==> config.mk <==
export PLATFORM = sky130hd
export DESIGN_NAME = cb_serial_subtractor
export DESIGN_NICKNAME = d
export VERILOG_FILES = /design/src/rtl/cb_pkg.sv /design/src/rtl/cb_sub_slice_4.sv /design/src/rtl/cb_serial_subtractor.sv
export SDC_FILE = /design/constraint.sdc
export NUM_CORES = 1
export LEC_CHECK = 0
export CORE_UTILIZATION = 25
export CTS_CLUSTER_SIZE = 12
export DETAILED_ROUTE_END_ITERATION = 16
export PLACE_DENSITY = 0.42
export SLEW_MARGIN = 20
export SYNTH_ARGS = -nofsm -noshare
export SYNTH_HDL_FRONTEND = slang
export SYNTH_HIERARCHICAL = 1
export SYNTH_SLANG_ARGS = --single-unit
==> constraint.sdc <==
create_clock -name clk -period 8.3 [get_ports clk]
set_clock_uncertainty 0.2 [all_clocks]
set_input_delay 2.49 -clock clk [delete_from_list [all_inputs] [get_ports clk]]
set_output_delay 2.49 -clock clk [all_outputs]
set_load 0.05 [all_outputs]
==> src/rtl/cb_pkg.sv <==
// Shared constants and FSM encoding for the carry-bypass serial subtractor.
package cb_pkg;

  localparam int SLICE_W = 4;

  typedef enum logic [1:0] {
    IDLE = 2'd0,
    RUN  = 2'd1,
    DONE = 2'd2
  } state_t;

endpackage

==> src/rtl/cb_sub_slice_4.sv <==
// Combinational 4-bit subtract slice: a + nb + cin with a carry-bypass mux.
// The caller supplies nb = ~b and cin = ~borrow, so cout is the inverted borrow.
module cb_sub_slice_4 (
  input  logic [3:0] a,
  input  logic [3:0] nb,
  input  logic       cin,
  output logic [3:0] d,
  output logic       cout
);

  logic [3:0] p;
  logic [3:0] g;
  logic [4:0] c;

  assign p = a ^ nb;
  assign g = a & nb;

  // Ripple chain; d uses the ripple carries, cout takes the bypass when all bits propagate.
  always_comb begin
    c[0] = cin;
    for (int i = 0; i < 4; i++) begin
      c[i+1] = g[i] | (p[i] & c[i]);
    end
  end

  assign d    = p ^ c[3:0];
  assign cout = (&p) ? cin : c[4];

endmodule

==> src/rtl/cb_serial_subtractor.sv <==
// Serial WIDTH-bit subtractor: a - b - bin, one 4-bit slice per clock, LS slice first.
// WIDTH must be a multiple of 4 and at least 8.
// state | meaning
// IDLE  | waiting for operands, in_ready high
// RUN   | processing slice k each clock
// DONE  | result held, out_valid high until out_ready
module cb_serial_subtractor
  import cb_pkg::*;
#(
  parameter int WIDTH = 16
) (
  input  logic             clk,
  input  logic             rst_n,
  input  logic             in_valid,
  output logic             in_ready,
  input  logic [WIDTH-1:0] a,
  input  logic [WIDTH-1:0] b,
  input  logic             bin,
  output logic             out_valid,
  input  logic             out_ready,
  output logic [WIDTH-1:0] diff,
  output logic             bout,
  output logic             ovf
);

  localparam int NSL = WIDTH / SLICE_W;
  localparam int KW  = $clog2(NSL);
  localparam int MSB = WIDTH - 1;
  localparam logic [KW-1:0] K_LAST = KW'(NSL - 1);

  state_t state_q, state_d;

  logic [WIDTH-1:0]   a_q, nb_q, diff_q;
  logic               carry_q, bout_q, ovf_q;
  logic [KW-1:0]      k_q;
  logic [SLICE_W-1:0] sl_a, sl_nb, sl_d;
  logic               sl_c;
  logic               accept;

  assign accept = in_valid && (state_q == IDLE);
  assign sl_a   = a_q[k_q*SLICE_W +: SLICE_W];
  assign sl_nb  = nb_q[k_q*SLICE_W +: SLICE_W];

  cb_sub_slice_4 u_slice (
    .a    (sl_a),
    .nb   (sl_nb),
    .cin  (carry_q),
    .d    (sl_d),
    .cout (sl_c)
  );

  // State register.
  always_ff @(posedge clk or negedge rst_n) begin
    if (!rst_n) state_q <= IDLE;
    else        state_q <= state_d;
  end

  // Next-state and handshake outputs.
  always_comb begin
    state_d   = state_q;
    in_ready  = 1'b0;
    out_valid = 1'b0;
    case (state_q)
      IDLE: begin
        in_ready = 1'b1;
        if (in_valid) state_d = RUN;
      end
      RUN: begin
        if (k_q == K_LAST) state_d = DONE;
      end
      DONE: begin
        out_valid = 1'b1;
        if (out_ready) state_d = IDLE;
      end
      default: state_d = IDLE;
    endcase
  end

  // Operand capture, per-slice accumulation, and result flags on the last slice.
  // The flags use the last slice's d directly since diff[MSB] is written on the same edge.
  always_ff @(posedge clk or negedge rst_n) begin
    if (!rst_n) begin
      a_q     <= '0;
      nb_q    <= '0;
      carry_q <= 1'b0;
      k_q     <= '0;
      diff_q  <= '0;
      bout_q  <= 1'b0;
      ovf_q   <= 1'b0;
    end else if (accept) begin
      a_q     <= a;
      nb_q    <= ~b;
      carry_q <= ~bin;
      k_q     <= '0;
      diff_q  <= '0;
    end else if (state_q == RUN) begin
      diff_q[k_q*SLICE_W +: SLICE_W] <= sl_d;
      carry_q <= sl_c;
      k_q     <= k_q + 1'b1;
      if (k_q == K_LAST) begin
        bout_q <= ~sl_c;
        ovf_q  <= (a_q[MSB] ^ ~nb_q[MSB]) & (a_q[MSB] ^ sl_d[SLICE_W-1]);
      end
    end
  end

  assign diff = diff_q;
  assign bout = bout_q;
  assign ovf  = ovf_q;

endmodule
======== Yosys cells after proc, flatten, opt, wreduce, memory -nomap -nowiden ========
Cells that the tools add are included.
word-level totals
  output and inout bits ................... 20
  bits of input ports ..................... 37
  word-level logic and storage cells ...... 59
  register bits ........................... 55
operators by class
  mux-type cells .......................... 14
  bitwise logic cells ..................... 19
  add/sub/neg operators ................... 2
  equality and inequality tests ........... 6
  reductions and logical operators ........ 6
  shift-type cells ........................ 4
operators by type and width
  operator                 count
  $neg 4->34               1
  $shift 4x34->16 const A  1
  $shiftx 4x34->16         1
  $mux 16                  2
  $shiftx 16x5->4          2
  $bwmux 16                1
  $not 16->16              1
  $mux 2                   5
  $xor 4x4->4              2
  $ne 2x2->1 const B       3
  $pmux 2 s3               1
  $reduce_and 3->1         2
  $and 1x1->1              5
  $mux 1                   5
  $and 4x4->4              1
  $eq 2x2->1 const B       2
  $not 1->1                4
  $or 1x1->1               4
  $reduce_and 4->1         1
  $add 2x1->2 const B      1
  $eq 2x1->1 const B       1
  $logic_not 2->1          1
  $reduce_bool 2->1        1
  $xor 1x1->1              2
  $logic_and 1x1->1        1

======== Logic depth before layout (Yosys ltp) ========
Gate-level depths: netlist of the first run.
  depth after elaboration ................. 13
  mapped depth ............................ 13
  gate-level depth less buffers ........... 12

======== Cells and area by module ========
Netlist of the first run, hierarchy kept.
by module, submodules not included
  module                cells each  area each (um^2)  seq. area each (um^2)  times used
  cb_serial_subtractor  217         2,512.4           1,376.3                1
  cb_sub_slice_4        19          180.2             0.0                    1

======== Worst setup path after synthesis of the first run ========
Ideal clock, no wire load.
  path type ............................... reg-to-output
  start ................................... register state_q[0]
  end ..................................... output in_ready
  stages on the path, launching flop included .. 3
  data required time ...................... 5.610 ns
  setup slack ............................. 4.460 ns
  arrival ................................. 1.150 ns
  buffers on the path ..................... 1
  path through ............................ dfrtp_1 -> buf_6 -> nor2_1
on the way
  longest elaborated chain between the ends .. 2
RTL lines
  item                    line                        RTL
  from (decl)             cb_serial_subtractor.sv:31  state_t state_q, state_d;
  from (signal assigned)  cb_serial_subtractor.sv:55  else state_q <= state_d;
  $logic_not 2->1         cb_serial_subtractor.sv:63  case (state_q)
  $mux 1                  cb_serial_subtractor.sv:63
  to (decl)               cb_serial_subtractor.sv:15  output logic in_ready,
No other way between the ends.

======== Worst setup path in the final report of the first run ========
  start ................................... register state_q[0]
  end ..................................... output out_valid
on the way
  longest elaborated chain between the ends .. 2
RTL lines
  item        line                        RTL
  $eq 2x2->1  cb_serial_subtractor.sv:63
  $mux 1      cb_serial_subtractor.sv:63
  to (decl)   cb_serial_subtractor.sv:19  output logic out_valid,
No other way between the ends.

==> metrics.cfg, run 1 <==
[die]
coreArea_um2 = 10400
die_area_um2 = 11200
die_h_um = 106
ios = 57
initial_core_util = 0.260
rows = 37
chipWidth_um = 106

[yosys]
synth_top_family_by_area = simple AND/OR/NAND/NOR gates
synth_top_area_frac = 0.511
synth.distinct_cells = 32
syn_inst = 236
ys_seq_area_frac = 0.511
ys_seq_elements = 55
synthesis.area_um2 = 2690
syn_nets = 286
synth_adder_area_share = 0.0716
avgSynthCellArea_um2 = 11.4
synth-simple-area-share = 0.160
yosys_warnings = 6
synth-compound-area-share = 0.126
synthXorXnorAreaFrac = 0
yosys.area.top_type = dfrtp_1
synth_area_leaders = dfrtp_1 (51%), nand2_1 (9.8%), mux4_2 (6.7%), ha_1 (4.2%), a22o_1 (3.9%)
synthMuxAreaShare = 0.0706

[setup_path]
crit_end = out_valid
rr_startpoint = k_q[0]$_DFFE_PN0P_
r2r-end = ovf$_DFFE_PN0P_
rrSetupSlack_ps = 4410
crit_type = register to primary output
crit_arrival_ps = 1870
reg2reg_depth = 13
required_ps = 5610
critical_path.max_fanout = 11
cp-start-kind = register
setup.worst_path.start = state_q[0]$_DFFE_PN0P_
worst_setup_path_end_kind = primary output

[cts]
clkLatencyLatePin_ps = 300
hold_buffers = 0
cts.reportedPaths.clkPinSlew_ps = 100
clock-sinks = 55
clock-root-buffer = clkbuf_8
htreeDepth = 2
numCtsBuffers = 5
tritoncts = done
cts_buffer_depth = 2
cts-resized-gates = 0
post_cts_buffers = 0

[timing]
finalHoldViolCount = 0
setup_viol = 0
fin_setup_tns_ps = 0
drv_slew = 0
slew-limit-headroom = 0.465
period_needed_ps = 4560
worst_slew_pin_slew_ps = 801
fin_crit_sh = 0.550
max_freq_mhz = 219
setup_slack_ps = 3740
rsz0062_at_grt = no

[pwr]
power_density_nw_per_um2 = 434
vdd_drop_max_uv = 173
p_leak_nw = 1.56

[run]
maxCapViolations = 0

[routing]
drtIter0Drc = 95
post-route-drc-count = 0
detail-route-antenna-nets = 0
postRouteWirelength_um = 5900
routedWlPerCell_um = 13.8
viasPerCell = 4.26
vias = 1820
first_pass_iters = 4

[final_layout]
synthToLayoutAreaGrowth_pct = 27.4
drive_gt1_frac = 0.127
antenna_cells = 0
finalNetCount = 340

[worst_hold_path]
min_path_type = register to register
holdPathStages = 2

[run_status]
status = complete, no violations

[global_route]
grt_start_max_net_pins = 56
grtUsageTotal = 0.116
grt_pass1_vias = 1894
grt_pass1_wl_um = 10100
antenna_found_initial = 0
overflow = 0

[placement]
place.gp.congestion = 0.698
io_buffers = 56
dp_hpwl_um = 4230
pre_cts_slack_ps = 3780

==> critical path, cell delays in order, from the launching register on <==
cell	delay, ps
dfrtp_1	510
nand2b_1	210
inv_1	70
clkdlybuf4s50_1	790
==> synthesized netlist by cell type <==
| cell type | count |
|---|---|
| nand2_1 | 70 |
| dfrtp_1 | 55 |
| inv_1 | 14 |
| a22o_1 | 12 |
| o21ai_2 | 11 |
| ha_1 | 9 |
| buf_6 | 8 |
| mux4_2 | 8 |
| o21ai_0 | 6 |
| o21ai_1 | 5 |
| a32o_1 | 4 |
| fa_1 | 4 |
| nand2b_1 | 4 |
| a21o_1 | 3 |
| nand3_1 | 3 |
| buf_2 | 2 |
| nor2_1 | 2 |
| nor3_2 | 2 |
| a21oi_1 | 1 |
| and3b_1 | 1 |
| buf_4 | 1 |
| clkbuf_1 | 1 |
| mux2i_1 | 1 |
| nand3b_1 | 1 |
| nand4_1 | 1 |
| nor2b_1 | 1 |
| nor3b_1 | 1 |
| nor3b_4 | 1 |
| nor4_2 | 1 |
| nor4b_4 | 1 |
| o221ai_2 | 1 |
| or3b_1 | 1 |
==> per-layer routing <==
| metal | share of wire | vias up | track usage |
|---|---|---|---|
| met5 | 0 | - | 0 |
| met4 | 0.0056 | 0 | 0.0208 |
| met3 | 0.047 | 4 | 0.0254 |
| met2 | 0.46 | 49 | 0.183 |
| met1 | 0.49 | 858 | 0.164 |
| li1 | - | 909 | - |
==> registers in the layout (all words and copies together) (netlist names) <==
| register | count |
|---|---|
| state_q | 2 |
| bout | 1 |
| k_q | 2 |
| a_q | 16 |
| diff | 16 |
| nb_q | 16 |
| ovf | 1 |
| carry_q | 1 |
==> cell usage in the layout, fill, tap and decap left out, types with 2 or more instances in the layout <==
master           count
clkdlybuf4s50_1     55
nor3_2               2
o21ai_0              6
a32o_1               4
nor2_1               2
a21o_1               3
a22o_1              12
o21ai_1              5
mux4_2               8
o21ai_2             11
nand2_1             70
nand3_1              3
buf_4                3
inv_1               14
clkbuf_8             7
dfrtp_1             55
ha_1                 9
nand2b_1             4
fa_1                 4
==> per-stage QoR <==
step | power, W | cell area, um^2 | util | hold WS (ps) | instances
final | 0.00149 | 3430 | 0.331 | 279 | 427
after global routing | 0.00162 | 3430 | 0.331 | 312 | 427
after CTS | 0.00152 | 3430 | 0.331 | 289 | 427
after detailed placement | 0.00135 | 3330 | 0.321 | 265 | 419
after global placement | 0.00135 | 3330 | 0.321 | 257 | 419
after floorplan | 0.00109 | 2690 | - | 239 | 236
==> where the power goes <==
part	internal, W	switching [W]
registers	0.000386	0.0000931
clock network	0.0000764	0.0000853
logic	0.000329	0.000520
==> how the worst min path moves through the flow <==
stage | end | from
after floorplan | a_q[10]$_DFFE_PN0P_ | a_q[10]$_DFFE_PN0P_
after global routing | a_q[3]$_DFFE_PN0P_ | a_q[3]$_DFFE_PN0P_
final | a_q[8]$_DFFE_PN0P_ | a_q[8]$_DFFE_PN0P_
after CTS | a_q[8]$_DFFE_PN0P_ | a_q[8]$_DFFE_PN0P_
after detailed placement | a_q[8]$_DFFE_PN0P_ | a_q[8]$_DFFE_PN0P_
after global placement | a_q[2]$_DFFE_PN0P_ | a_q[2]$_DFFE_PN0P_
==> cell type report <==
class | instances | area [um^2]
Clock buffer | 8 | 100
Timing Repair Buffer | 59 | 578
Fill cell | 1066 | 6940
Sequential cell | 55 | 1380
Tap cell | 136 | 170
Inverter | 14 | 52.6
Multi-Input combinational cell | 155 | 1150
==> cell families after synthesis <==
family	count (synthesis)
buffers and inverters	26
AOI/OAI and AO/OA	43
and+or+nand+nor	90
adders and majority gates	13
DFF	55
muxes	9
(Power assumes the default switching activity.)
==> run 2: changes to the inputs <==
Clock period 8.3 ns to 4.45 ns, I/O delays scaled along.
==> metrics.cfg, run 2 (synthesis results as in run 1) <==
[cts]
cts_buffer_depth = 2  ; unchanged
hold_buffers = 0  ; unchanged
clkLatencyLatePin_ps = 310  ; was 300 ps
numCtsBuffers = 5  ; unchanged
cts.reportedPaths.clkPinSlew_ps = 100  ; about the same
cts-resized-gates = 0  ; unchanged
post_cts_buffers = 0  ; unchanged
clock-sinks = 55  ; unchanged
clock-root-buffer = clkbuf_8  ; unchanged
htreeDepth = 2  ; unchanged
tritoncts = done  ; unchanged

[die]
ios = 57  ; unchanged
chipWidth_um = 106  ; unchanged
coreArea_um2 = 10400  ; unchanged
initial_core_util = 0.260  ; unchanged
die_area_um2 = 11200  ; unchanged
rows = 37  ; unchanged
die_h_um = 106  ; unchanged

[final_layout]
layout_common_cells = nand2_1 (70), dfrtp_1 (55), clkdlybuf4s50_1 (55)  ; unchanged
fin_area_um2 = 3430  ; about the same
final_common_cell = nand2_1  ; unchanged
drive_gt1_frac = 0.130  ; was 0.127
antenna_cells = 0  ; unchanged
synthToLayoutAreaGrowth_pct = 27.5  ; was 27.4%
fillers = 1117  ; was 1,066
finalNetCount = 341  ; was 340

[pwr]
internal-power_w = 0.00146  ; was 0.000792 W
switchingPower_w = 0.00129  ; was 0.000699 W
seqPwrFrac = 0.326  ; was 0.321
swShare = 0.469  ; about the same
pwr-share-comb = 0.569  ; was 0.570
p_leak_nw = 1.56  ; about the same
p_clk_frac = 0.105  ; was 0.109
power_density_nw_per_um2 = 802  ; was 434 nW/um^2
vdd_drop_max_uv = 231  ; was 173 uV

[timing]
drv_slew = 0  ; unchanged
slew-limit-headroom = 0.488  ; was 0.465
setup_viol = 0  ; unchanged
worst_slew_pin_slew_ps = 767  ; was 801 ps
finalHoldViolCount = 0  ; unchanged
rsz0062_at_grt = no  ; unchanged
fin_setup_tns_ps = 0  ; unchanged
period_needed_ps = 3580
max_freq_mhz = 279
fin_crit_sh = 0.805

[routing]
post-route-drc-count = 0  ; unchanged
routedWlPerCell_um = 14.2  ; was 13.8 um
drtIter0Drc = 64  ; was 95
first_pass_iters = 4  ; unchanged
postRouteWirelength_um = 6070  ; was 5900 um
viasPerCell = 4.27  ; was 4.26
detail-route-antenna-nets = 0  ; unchanged
vias = 1826  ; was 1,820

[global_route]
grt_pass1_wl_um = 10100  ; about the same
antenna_found_initial = 0  ; unchanged
grt_start_max_net_pins = 34  ; was 56
overflow = 0  ; unchanged
grtUsageTotal = 0.117  ; was 0.116
grt_pass1_vias = 1867  ; was 1,894

[worst_hold_path]
hold_path.startpoint = a_q[13]$_DFFE_PN0P_  ; was a_q[8]$_DFFE_PN0P_
min_path_type = register to register  ; unchanged
holdPathStages = 2  ; unchanged
min_to = a_q[13]$_DFFE_PN0P_  ; was a_q[8]$_DFFE_PN0P_

[run_status]
status = complete, no violations  ; unchanged

[setup_path]
crit_path_top_delay_cell = dfrtp_1  ; was clkdlybuf4s50_1
reg2reg_depth = 10  ; was 13
rrSetupSlack_ps = 870  ; was 4410 ps
crit_type = register to register  ; was register to primary output
r2r-end = ovf$_DFFE_PN0P_  ; unchanged
max_stage_delay_ps = 600  ; was 790 ps
required_ps = 4480  ; was 5610 ps
cp-start-kind = register  ; unchanged
path_cells = buf_4, mux4_2, fa_1, fa_1, inv_1, fa_1, inv_1, nor3b_1, a21oi_1, o21ai_0  ; was nand2b_1, inv_1, clkdlybuf4s50_1
worst_setup_path_end_kind = register  ; was primary output
rr_startpoint = k_q[0]$_DFFE_PN0P_  ; unchanged
crit_arrival_ps = 3610  ; was 1870 ps
cp_num_buf_inv = 3  ; was 2
path_common_cell = fa_1
crit_family = adder cells  ; was buffers and inverters
critical_path.max_fanout = 10  ; was 11

[placement]
io_buffers = 56  ; unchanged
dp_hpwl_um = 4610  ; was 4230 um
place.gp.congestion = 0.762  ; was 0.698
place_area_um2 = 3340  ; was 3330 um^2

[run]
maxCapViolations = 0  ; unchanged

[run 2: worst max path at each step]
stage	start	to	slack (ps)	depth (start not counted)
5_1_grt	k_q[0]$_DFFE_PN0P_	ovf$_DFFE_PN0P_	640	10
3_3_place_gp	k_q[0]$_DFFE_PN0P_	ovf$_DFFE_PN0P_	930	10
4_1_cts	k_q[0]$_DFFE_PN0P_	ovf$_DFFE_PN0P_	790	10
3_5_place_dp	k_q[0]$_DFFE_PN0P_	ovf$_DFFE_PN0P_	840	10
6_report	k_q[0]$_DFFE_PN0P_	ovf$_DFFE_PN0P_	870	10
2_1_floorplan	k_q[0]$_DFFE_PN0P_	ovf$_DFFE_PN0P_	990	13
[run 2: per-stage QoR]
step / std cells / setup WS (ps) / total power (W) / util / hold slack (ps)
finish: 428 / 868 / 0.00275 / 0.331 / 279
global route: 428 / 637 / 0.00299 / 0.331 / 305
CTS: 428 / 787 / 0.00281 / 0.331 / 287
detailed placement: 420 / 845 / 0.00251 / 0.322 / 260
global placement: 420 / 935 / 0.00250 / 0.322 / 254
floorplan: 236 / 988 / 0.00204 / - / 239
[run 2: worst reg2reg max path, stage by stage, from the launching register on]
cell	delay, ps
dfrtp_1	600
buf_4	280
mux4_2	560
fa_1	450
fa_1	380
inv_1	80
fa_1	400
inv_1	160
nor3b_1	200
a21oi_1	60
o21ai_0	130
[run 2: final cells by class]
class                   instances  area [um^2]  share of cell area
flip-flops and latches         55         1380               0.401
clock buffers                   7         86.3              0.0252
well taps                     136          170              0.0496
clock inverters                 1         8.76             0.00255
multi-input cells             155         1150               0.336
repair buffers                 60          586               0.171
inverters                      14         52.6              0.0153
[run 2: power groups by stage]
stage	logic, W	registers (W)	clock network [W]
after floorplan	0.00101	0.00103	0
after global placement	0.00158	0.000923	0
after detailed placement	0.00159	0.000922	0
after CTS	0.00159	0.000910	0.000308
after global routing	0.00173	0.000941	0.000319
final	0.00157	0.000897	0.000290
[run 2: layer usage]
| metal | share of wire | routed length (um) | vias to the layer above | global-route usage |
|---|---|---|---|---|
| met1 | 0.47 | 2850 | 863 | 0.155 |
| met2 | 0.47 | 2870 | 52 | 0.193 |
| li1 | - | - | 904 | - |
| met5 | 0 | 0 | - | 0 |
| met3 | 0.044 | 264 | 7 | 0.0260 |
| met4 | 0.014 | 82 | 0 | 0.0327 |
==> run 3: changes to the inputs <==
Clock period 4.45 ns to 3.6 ns, I/O delays scaled along.
==> metrics.cfg, run 3 (synthesis results as in run 1) <==
[cts]
cts_buffer_depth = 2  ; unchanged
cts-resized-gates = 0  ; unchanged
clock-sinks = 55  ; unchanged
hold_buffers = 0  ; unchanged
cts.reportedPaths.clkPinSlew_ps = 100  ; about the same
post_cts_buffers = 0  ; unchanged
clkLatencyLatePin_ps = 300  ; was 310 ps
tritoncts = done  ; unchanged
clock-root-buffer = clkbuf_8  ; unchanged
htreeDepth = 2  ; unchanged
numCtsBuffers = 5  ; unchanged

[setup_path]
crit_type = register to register  ; unchanged
cp_num_buf_inv = 3  ; unchanged
cp-start-kind = register  ; unchanged
rr_startpoint = k_q[0]$_DFFE_PN0P_  ; unchanged
max_stage_delay_ps = 570  ; was 600 ps
path_common_cell = fa_1  ; unchanged
setup.worst_path.start = k_q[0]$_DFFE_PN0P_  ; unchanged
crit_arrival_ps = 3310  ; was 3610 ps
crit_family = adder cells  ; unchanged
required_ps = 3620  ; was 4480 ps
worst_setup_path_end_kind = register  ; unchanged
crit_path_top_delay_cell = mux4_2  ; was dfrtp_1
critical_path.max_fanout = 10  ; unchanged
rrSetupSlack_ps = 310  ; was 870 ps
path_cells = buf_4, mux4_2, fa_1, fa_1, inv_1, fa_1, inv_1, nor3b_1, a21oi_1, o21ai_0  ; unchanged

[routing]
postRouteWirelength_um = 6170  ; was 6070 um
vias = 1840  ; was 1,826
detail-route-antenna-nets = 0  ; unchanged
first_pass_iters = 4  ; unchanged
post-route-drc-count = 0  ; unchanged
drtIter0Drc = 65  ; was 64
routedWlPerCell_um = 14.3  ; was 14.2 um
viasPerCell = 4.26  ; was 4.27

[global_route]
grtUsageTotal = 0.116  ; was 0.117
grt_pass1_wl_um = 9920  ; was 10,100 um
grt_start_max_net_pins = 32  ; was 34
grt_pass1_vias = 1852  ; was 1,867
antenna_found_initial = 0  ; unchanged
overflow = 0  ; unchanged

[die]
rows = 37  ; unchanged
chipWidth_um = 106  ; unchanged
die_area_um2 = 11200  ; unchanged
coreArea_um2 = 10400  ; unchanged
initial_core_util = 0.260  ; unchanged
ios = 57  ; unchanged
die_h_um = 106  ; unchanged

[timing]
max_freq_mhz = 304  ; was 279 MHz
finalHoldViolCount = 0  ; unchanged
worst_slew_pin_slew_ps = 622  ; was 767 ps
fin_setup_tns_ps = 0  ; unchanged
rsz0062_at_grt = no  ; unchanged
fin_crit_sh = 0.914  ; was 0.805
period_needed_ps = 3290  ; was 3580 ps
slew-limit-headroom = 0.585  ; was 0.488
setup_viol = 0  ; unchanged
drv_slew = 0  ; unchanged

[placement]
placedCellCount = 424  ; was 420
place_area_um2 = 3380  ; was 3340 um^2
place.gp.congestion = 0.709  ; was 0.762
dp_hpwl_um = 4710  ; was 4610 um
io_buffers = 56  ; unchanged

[pwr]
power_density_nw_per_um2 = 1000  ; was 802 nW/um^2
vdd_drop_max_uv = 343  ; was 231 uV
p_leak_nw = 1.58  ; was 1.56 nW

[run]
maxCapViolations = 0  ; unchanged

[worst_hold_path]
hold_path.startpoint = nb_q[12]$_DFFE_PN0P_  ; was a_q[13]$_DFFE_PN0P_
min_path_type = register to register  ; unchanged

[final_layout]
fin_area_um2 = 3470  ; was 3430 um^2
layout_common_cells = nand2_1 (70), dfrtp_1 (55), clkdlybuf4s50_1 (55)  ; unchanged
finalNetCount = 345  ; was 341
final_common_cell = nand2_1  ; unchanged
finalNonFillerCells = 432  ; was 428
synthToLayoutAreaGrowth_pct = 29.0  ; was 27.5%
antenna_cells = 0  ; unchanged
drive_gt1_frac = 0.142  ; was 0.130

[run_status]
status = complete, no violations  ; unchanged

-- run 3: final cells by class --
type | instances | area, um^2
clock buffers | 7 | 86.3
clock inverters | 1 | 8.76
fillers | 1084 | 6900
inverters | 14 | 52.6
multi-input cells | 155 | 1150
flip-flops and latches | 55 | 1380
well taps | 136 | 170
repair buffers | 64 | 628
-- run 3: worst min-delay path, stage by stage (launching register included) --
cell and delay [ps]:
dfrtp_1 350, nand2_1 60, o21ai_2 50
-- run 3: layer usage --
layer / up-vias / share of wire / global-route usage
met5: - / 0 / 0
met4: 0 / 0.0066 / 0.0208
met3: 5 / 0.044 / 0.0229
met2: 50 / 0.48 / 0.195
met1: 860 / 0.47 / 0.155
li1: 925 / - / -
-- run 3: where the power goes --
group | internal [W] | switching [W]
combinational | 0.000819 | 0.00121
sequential | 0.000891 | 0.000208
clock | 0.000158 | 0.000202
-- run 3: through the flow --
step	setup WS [ps]	total power, W	util	hold WS (ps)
floorplan	138	0.00252	-	239
global placement	389	0.00316	0.326	262
detailed placement	301	0.00318	0.326	261
CTS	264	0.00355	0.335	284
global route	102	0.00376	0.335	308
finish	308	0.00349	0.335	278
-- run 3: worst paths after layout --
kind,endpoint,depth (start not counted)
max,ovf$_DFFE_PN0P_,10
min,nb_q[12]$_DFFE_PN0P_,2
max reg2reg,ovf$_DFFE_PN0P_,10
min reg2reg,nb_q[12]$_DFFE_PN0P_,2
max in group asynchronous,nb_q[4]$_DFFE_PN0P_,2
min in group asynchronous,state_q[1]$_DFFE_PN0P_,1
